File: config.mk
export PLATFORM = sky130hd
export DESIGN_NAME = alu_sched
export DESIGN_NICKNAME = d
export VERILOG_FILES = /design/src/rtl/alu_pkg.sv /design/src/rtl/alu.sv /design/src/rtl/alu_sched.sv
export SDC_FILE = /design/constraint.sdc
export NUM_CORES = 1
export LEC_CHECK = 0
export CAP_MARGIN = 20
export CORE_ASPECT_RATIO = 1.25
export CORE_MARGIN = 2
export CORE_UTILIZATION = 54
export CTS_BUF_LIST = sky130_fd_sc_hd__clkbuf_8 sky130_fd_sc_hd__clkbuf_16
export CTS_CLUSTER_SIZE = 10
export DETAILED_ROUTE_END_ITERATION = 10
export PLACE_DENSITY = 0.9
export SLEW_MARGIN = 20
export SYNTH_ARGS = -nofsm -noshare
export SYNTH_HDL_FRONTEND = slang
export SYNTH_SLANG_ARGS = --single-unit
File: constraint.sdc
create_clock -name clk -period 12.9 [get_ports clk]
set_input_delay 2.58 -clock clk [delete_from_list [all_inputs] [get_ports clk]]
set_output_delay 2.58 -clock clk [all_outputs]
set_load 0.01 [all_outputs]
File: src/rtl/alu_pkg.sv
// Shared ALU definitions: function codes, condition-code bit positions,
// the default condition-code reset value and the response-register states.
package alu_pkg;

  localparam logic [3:0] ALUFUN_ADD = 4'd0;
  localparam logic [3:0] ALUFUN_SUB = 4'd1;
  localparam logic [3:0] ALUFUN_AND = 4'd2;
  localparam logic [3:0] ALUFUN_XOR = 4'd3;

  // Bit positions inside the {ZF, SF, OF} condition-code vector.
  localparam int CC_ZF = 2;
  localparam int CC_SF = 1;
  localparam int CC_OF = 0;

  // ZF=1, SF=0, OF=0 out of reset.
  localparam logic [2:0] CC_RESET = 3'b100;

  typedef enum logic {
    RSP_EMPTY = 1'b0,
    RSP_FULL  = 1'b1
  } rsp_state_e;

  // Codes 4..15 are accepted but produce no result and never touch cc.
  function automatic logic fun_legal(input logic [3:0] fun);
    return (fun <= ALUFUN_XOR);
  endfunction

endpackage

File: src/rtl/alu.sv
// Combinational 32-bit ALU: add / sub (a - b) / and / xor with {ZF, SF, OF}.
// Unknown function codes give a zero result and zero flags.
module alu
  import alu_pkg::*;
(
  input  logic [31:0] a_i,
  input  logic [31:0] b_i,
  input  logic [3:0]  fun_i,
  output logic [31:0] vale_o,
  output logic [2:0]  cc_o
);

  logic of;

  // Result and signed overflow per function code.
  always_comb begin
    vale_o = '0;
    of     = 1'b0;
    case (fun_i)
      ALUFUN_ADD: begin
        vale_o = a_i + b_i;
        of     = (a_i[31] == b_i[31]) && (vale_o[31] != a_i[31]);
      end
      ALUFUN_SUB: begin
        vale_o = a_i - b_i;
        of     = (a_i[31] != b_i[31]) && (vale_o[31] != a_i[31]);
      end
      ALUFUN_AND: vale_o = a_i & b_i;
      ALUFUN_XOR: vale_o = a_i ^ b_i;
      default: begin
        vale_o = '0;
        of     = 1'b0;
      end
    endcase
  end

  // Flag packing; flags are forced low for unknown codes.
  always_comb begin
    cc_o = '0;
    if (fun_legal(fun_i)) begin
      cc_o[CC_ZF] = (vale_o == 32'd0);
      cc_o[CC_SF] = vale_o[31];
      cc_o[CC_OF] = of;
    end
  end

endmodule

File: src/rtl/alu_sched.sv
// Round-robin sequencer sharing one ALU between the execute stage (req0) and
// the address/aux unit (req1). One-entry registered result with requester tag;
// owns the architectural {ZF, SF, OF} register, which only req0 may write.
// Optional: define ALU_SCHED_PERF_EN for saturating per-requester grant counters.
//
// state     | meaning
// ----------+-----------------------------------------------------------
// RSP_EMPTY | result register free, rsp_valid=0
// RSP_FULL  | result register holds a response, rsp_valid=1
module alu_sched #(
  parameter logic [2:0] CC_RESET = alu_pkg::CC_RESET
) (
  input  logic        clk,
  input  logic        rst,
  input  logic        req0_valid,
  output logic        req0_ready,
  input  logic [31:0] req0_a,
  input  logic [31:0] req0_b,
  input  logic [3:0]  req0_fun,
  input  logic        req0_setcc,
  input  logic        req1_valid,
  output logic        req1_ready,
  input  logic [31:0] req1_a,
  input  logic [31:0] req1_b,
  input  logic [3:0]  req1_fun,
  output logic        rsp_valid,
  output logic        rsp_id,
  output logic [31:0] rsp_vale,
  output logic        rsp_err,
  input  logic        rsp_ready,
  output logic [2:0]  cc,
  output logic [15:0] perf_cnt0,
  output logic [15:0] perf_cnt1
);

  import alu_pkg::*;

  rsp_state_e  state_q, state_d;
  logic        rsp_id_q, rsp_id_d;
  logic [31:0] rsp_vale_q, rsp_vale_d;
  logic        rsp_err_q, rsp_err_d;
  logic [2:0]  cc_q, cc_d;
  logic        lg_q, lg_d;

  logic        can_accept;
  logic        grant0, grant1;
  logic        accept;
  logic        acc_id;
  logic [31:0] alu_a, alu_b, alu_vale;
  logic [3:0]  alu_fun;
  logic [2:0]  alu_cc;
  logic        fun_ok;

  // Round-robin arbitration: a lone requester wins, a tie goes to !lg.
  always_comb begin
    can_accept = (state_q == RSP_EMPTY) | rsp_ready;
    grant0     = req0_valid & (~req1_valid | lg_q);
    grant1     = req1_valid & (~req0_valid | ~lg_q);
    req0_ready = grant0 & can_accept & ~rst;
    req1_ready = grant1 & can_accept & ~rst;
    accept     = req0_ready | req1_ready;
    acc_id     = req1_ready;
  end

  // Operand mux driven by the grant, so the ALU always sees the winner.
  always_comb begin
    alu_a   = grant1 ? req1_a   : req0_a;
    alu_b   = grant1 ? req1_b   : req0_b;
    alu_fun = grant1 ? req1_fun : req0_fun;
    fun_ok  = fun_legal(alu_fun);
  end

  alu u_alu (
    .a_i    (alu_a),
    .b_i    (alu_b),
    .fun_i  (alu_fun),
    .vale_o (alu_vale),
    .cc_o   (alu_cc)
  );

  // Next-state of the result register, cc and last-grant pointer.
  always_comb begin
    state_d    = state_q;
    rsp_id_d   = rsp_id_q;
    rsp_vale_d = rsp_vale_q;
    rsp_err_d  = rsp_err_q;
    cc_d       = cc_q;
    lg_d       = lg_q;

    case (state_q)
      RSP_EMPTY: begin
        if (accept) state_d = RSP_FULL;
      end
      RSP_FULL: begin
        // Drain with a simultaneous accept reloads and stays full.
        if (!accept && rsp_ready) state_d = RSP_EMPTY;
      end
      default: state_d = RSP_EMPTY;
    endcase

    if (accept) begin
      rsp_id_d   = acc_id;
      rsp_vale_d = fun_ok ? alu_vale : 32'd0;
      rsp_err_d  = ~fun_ok;
      lg_d       = acc_id;
      if (req0_ready && req0_setcc && fun_ok) cc_d = alu_cc;
    end
  end

  // Synchronous reset wins over any accept or drain in the same cycle.
  always_ff @(posedge clk) begin
    if (rst) begin
      state_q    <= RSP_EMPTY;
      rsp_id_q   <= 1'b0;
      rsp_vale_q <= 32'd0;
      rsp_err_q  <= 1'b0;
      cc_q       <= CC_RESET;
      lg_q       <= 1'b1;
    end else begin
      state_q    <= state_d;
      rsp_id_q   <= rsp_id_d;
      rsp_vale_q <= rsp_vale_d;
      rsp_err_q  <= rsp_err_d;
      cc_q       <= cc_d;
      lg_q       <= lg_d;
    end
  end

  assign rsp_valid = (state_q == RSP_FULL);
  assign rsp_id    = rsp_id_q;
  assign rsp_vale  = rsp_vale_q;
  assign rsp_err   = rsp_err_q;
  assign cc        = cc_q;

`ifdef ALU_SCHED_PERF_EN
  logic [15:0] perf0_q, perf0_d;
  logic [15:0] perf1_q, perf1_d;

  // Saturating accept counters per requester.
  always_comb begin
    perf0_d = perf0_q;
    perf1_d = perf1_q;
    if (req0_ready && (perf0_q != 16'hFFFF)) perf0_d = perf0_q + 16'd1;
    if (req1_ready && (perf1_q != 16'hFFFF)) perf1_d = perf1_q + 16'd1;
  end

  // Counter registers, cleared by reset.
  always_ff @(posedge clk) begin
    if (rst) begin
      perf0_q <= 16'd0;
      perf1_q <= 16'd0;
    end else begin
      perf0_q <= perf0_d;
      perf1_q <= perf1_d;
    end
  end

  assign perf_cnt0 = perf0_q;
  assign perf_cnt1 = perf1_q;
`else
  assign perf_cnt0 = 16'd0;
  assign perf_cnt1 = 16'd0;
`endif

endmodule

* Word level (Yosys, flattened, before mapping)
Cells that the tools add are included.
Word-level totals: input port bits 142, word-level logic and storage cells 53, register bits 39
Operators by class: bitwise logic cells 18, magnitude comparators 1, eq/ne operators 7, add/subtract/negate cells 2, reductions and logical operators 9, mux-type cells 10
Operator list (count):
- case mux 32 bit (4 select lines) | 1
- two-way mux 32 bit | 3
- adder 32 bit | 1
- AND 32 bit | 1
- logical NOT 32 bit | 1
- subtractor 32 bit | 1
- bitwise XOR 32 bit | 1
- == test 4 x 2 -> 1 bit (second input constant) | 2
- AND 1 bit | 6
- NOT 1 bit | 6
- logical AND 1 bit | 5
- == test 4 x 1 -> 1 bit (second input constant) | 1
- less-or-equal comparator 4 x 2 -> 1 bit (second input constant) | 1
- logical NOT 4 bit | 1
- two-way mux 4 bit | 1
- bitwise OR 1 bit | 4
- case mux 1 bit (2 select lines) | 2
- two-way mux 3 bit | 1
- inequality test 1 bit | 3
- two-way mux 1 bit | 2
- AND reduction 2 bit | 1
- == test 1 bit | 1
- logical NOT 1 bit | 1

* Longest topological paths before layout
depth in word-level cells 10, depth in mapped cells 20, depth with buffers taken out 16

* By module
From an unflattened synthesis, not the netlist that was laid out.
Second synthesis, totals: cells, all modules 1014, area, all modules 7437.1 sq um
Modules (own cells, without submodules):
- alu | instances 1, sequential area each 0.0 sq um, area an instance 5023.6 sq um, cells an instance 798
- alu_sched | instances 1, sequential area each 780.7 sq um, area an instance 2413.6 sq um, cells an instance 216

* Worst setup path before layout
Ideal clock, no wire load.
kind input to register, start input req1_valid, end register cc_q[2], in the netlist cc[2], path buffers 4, required time 12.816 ns, stages 20, arrival time 7.589 ns, setup slack 5.227 ns, cell sequence a21boi_1 buf_6 buf_2 buf_1 buf_1 mux2i_1 inv_1 ha_1 fa_1 nor2b_1 o311a_1 o31ai_2 o21ai_0 a21o_1 o21ai_0 or4b_1 or4_1 nor4_2 nand4_1 o31ai_2
Between the ends: cells in the longest elaborated chain, start to end 8, elaborated cells between the ends (all ways) 27, classes of those cells 2 x add/sub; 1 x order compare; 3 x eq/ne; 5 x mux; 11 x bitwise; 5 x reduce/logical
RTL lines:
- start: declaration | RTL line alu_sched.sv:21 | input logic req1_valid,
- parallel branches: the longest is 8 deep, another holds subtractor 32 bit
- end signal: assignment | RTL line alu_sched.sv:117 | cc_q <= CC_RESET;
- end signal: assignment | RTL line alu_sched.sv:124 | cc_q <= cc_d;
- end: declaration | RTL line alu_sched.sv:42 | logic [2:0] cc_q, cc_d;
Several ways; the timed one is not identified. A chain may end at the register's enable or synchronous reset.

* Worst setup path after layout
start input req1_valid, end output req1_ready
Between the ends: cells in the longest elaborated chain, start to end 3
RTL lines:
- AND 1 bit | RTL line alu_sched.sv:58 | grant1 = req1_valid & (~req0_valid | ~lg_q);
- AND 1 bit (2 in series) | RTL line alu_sched.sv:60 | req1_ready = grant1 & can_accept & ~rst;
- end: declaration | RTL line alu_sched.sv:22 | output logic req1_ready,
No other way between the ends.

==> out/results.ini <==
[run_status]
status = completed

[sta]
tightest_slew_ns = 1.10
fin_crit_ns = 7.77
relSlewSlack = 0.252
drv_slew = 0
setup_viol = 0
fin_crit_sh = 0.602
fmax_ghz = 0.129
hold_viol_final = 0
rsz0062_at_grt = false
tns_ns = 0
finClkSkew_ns = 0.00368

[finish]
drive_above_1_share = 0.105
nNetsFinal = 1332
final_util = 0.689
instances_no_fill = 1296
synthToLayoutAreaGrowth_pct = 25.1
diodes = 0
seq_area_um2 = 781
fillers = 1146
multi_input_area_um2 = 5860

[logic_synthesis]
netlist_instances = 991
ys_warn_count = 0
postSynth.asyncResetShare = 0
yosysSeqAreaShare = 0.108
synthFlopType = dfxtp_1
avgSynthCellArea_um2 = 7.32
synth_edf_count = 0
syn_area_um2 = 7260
yosysUniqueCellTypes = 94
synth_seq_cells = 39

[hold_path]
min_to = rsp_err
hold_class = flip-flop to flip-flop
min_from = rsp_err
min_path_cells = 2

[routing]
wl_per_cell_um = 19.2
ant_nets = 0
drtPass1Iterations = 5
vias = 8459
drtIter0Drc = 701
drt-total-wl_um = 24900
routed_via_density = 6.53
drc = 0

[setup_path]
reg2reg_from = lg_q
worstPathArrival_ns = 5.19
cpPeakStageDelay_ns = 0.57
cp-start-kind = primary input
critical_path.max_fanout = 48
cp_slowest_cell = clkdlybuf4s50_1
required_ns = 10.32
worstSetupPathType = primary input to output pin
r2r_cells = 17
cp-startpoint = req1_valid
cp-end-kind = output pin
reg2reg_slack_ns = 7.67
crit_path_cell_trace = clkdlybuf4s50_1 -> a21boi_4 -> buf_4 -> buf_4 -> nand2_1 -> nor2_1 -> clkdlybuf4s50_1
reg2reg_to = cc[2]

[global_routing]
grt_pass1_vias = 8080
grt_pass1_wl_um = 38900
track_usage = 0.330
gr-total-overflow = 0
grt_max_degree = 49
antenna_found_initial = 0

[floorplan]
initial_utilization = 0.551
core-area_um2 = 13200
io_pins = 214
die_h_um = 134
die_area_um2 = 14400
row_count = 47
fp.dieW_um = 108

[clocking]
path_clk_slew_ns = 0.06
cts_setup_buffers = 0
clock_sinks = 39
htreeDepth = 2
cts_hold_buf = 0
clockBufferDepth = 2
numCtsBuffers = 5
cts_tree = yes
cts-root-buf = clkbuf_16
clk_latency_ns = 0.28
ctsResizeCount = 0

[place]
post-dp-hpwl_um = 19100
port_buffers = 181
gp_congestion = 1.01
dp_cells = 1287

[power]
peakVddDrop_uv = 67.9
p_leak_uw = 0.00367
cellPowerDensity_nw_per_um2 = 84.6

[run]
drv_cap = 0

==> how the worst max path moves through the flow <==
| stage | slack, ns | cells past startpoint | to |
|---|---|---|---|
| final | 5.13 | 7 | req1_ready |
| after floorplan | 5.23 | 20 | cc[2] |
| after global placement | 5.05 | 17 | cc[2] |
| after CTS | 5.11 | 7 | req1_ready |
| after global routing | 4.91 | 18 | cc[2] |
| after detailed placement | 4.95 | 18 | cc[2] |
==> final cells by class <==
cell class / instances / share of cell area
Tap cell: 171 / 0.0236
Timing Repair Buffer: 186 / 0.204
Clock buffer: 5 / 0.0138
Clock inverter: 3 / 0.00138
Inverter: 63 / 0.0260
Sequential cell: 39 / 0.0860
Multi-Input combinational cell: 829 / 0.645
==> metal layers <==
metal  routed length, um  share of wire  GRT usage  up-vias
li1                    -              -          -     3896
met1                8940           0.36      0.373     3913
met2               12700           0.51      0.596      539
met3                1910          0.077     0.0269      111
met4                1340          0.054      0.187        0
met5                   0              0          0        -
==> cells by family (layout without fill, tap and decap cells) <==
family / count (synthesis) / in the layout / share of synthesized area
flops: 39 / 39 / 0.108
other cells: 1 / 32 / 0.000517
buf+inv: 154 / 257 / 0.106
xor+xnor: 12 / 12 / 0.0145
mux: 85 / 85 / 0.132
fa+ha+maj: 66 / 66 / 0.116
simple gates: 293 / 293 / 0.198
compound gates: 341 / 341 / 0.326
==> placed cells by master, fill, tap and decap left out, types with 9 or more instances in the layout <==
master,count
a21oi_1,97
conb_1,32
nand2_1,70
nor2_1,90
nor4_1,10
inv_1,63
xnor2_1,12
nor2b_1,9
clkdlybuf4s50_1,181
mux2i_1,9
mux2_2,70
a31oi_1,13
ha_1,64
o21ai_0,43
o21bai_1,15
o31ai_1,9
nand4_1,18
o211ai_1,10
nor3_1,29
a21o_1,14
nand3_1,15
dfxtp_1,39
nand2b_1,11
a211oi_1,24
==> where the power goes <==
group	switching, uW	internal, uW	leakage, uW
sequential	7.69	132	0.000321
clock	46.5	69.8	0.0000762
combinational	296	216	0.00327
==> sequential cells by signal, indices dropped and copies added, names as in the netlist <==
signal     count
rsp_vale      32
cc             3
lg_q           1
rsp_err        1
rsp_id         1
rsp_valid      1
==> synth_stat cells, types with 7 or more instances <==
library cell  count  area, um2
nor4_1           10       62.6
mux2i_1          11        110
clkbuf_1         37        139
a21oi_1          97        485
o211ai_1         10       75.1
mux2_2           70        788
a21o_1           14        105
o21bai_1         15        113
nand3_1          15       75.1
nand2_1          70        263
a31oi_1          13       81.3
a311oi_1          8       70.1
ha_1             64        801
a221oi_1          8       70.1
xnor2_1          12        105
inv_1            61        229
o31ai_1           9       67.6
nor2_1           90        338
buf_2             7       35.0
dfxtp_1          39        781
nand2b_1         11       68.8
buf_1             7       26.3
a211oi_1         24        180
o21a_1            8       60.1
buf_4            32        240
nor3_1           29        145
nand4_1          18        113
nor2b_1           9       56.3
o21ai_0          43        215
==> metrics by stage <==
step	setup WS (ns)	total power (uW)	hold slack (ns)	instance area, um2
floorplan	5.23	486	0.476	7370
finish	5.13	768	0.459	9080
global placement	5.05	630	0.441	8930
CTS	5.11	753	0.459	9070
detailed placement	4.95	636	0.449	8930
global route	4.91	814	0.477	9080
==> worst max-delay path: cells and delay by family <==
family | cells | cell delay (ns)
buffers and inverters | 4 | 2.08
and+or+nand+nor | 2 | 0.34
AOI/OAI and AO/OA | 1 | 0.17
No activity file was read; power rests on OpenSTA's default activity.
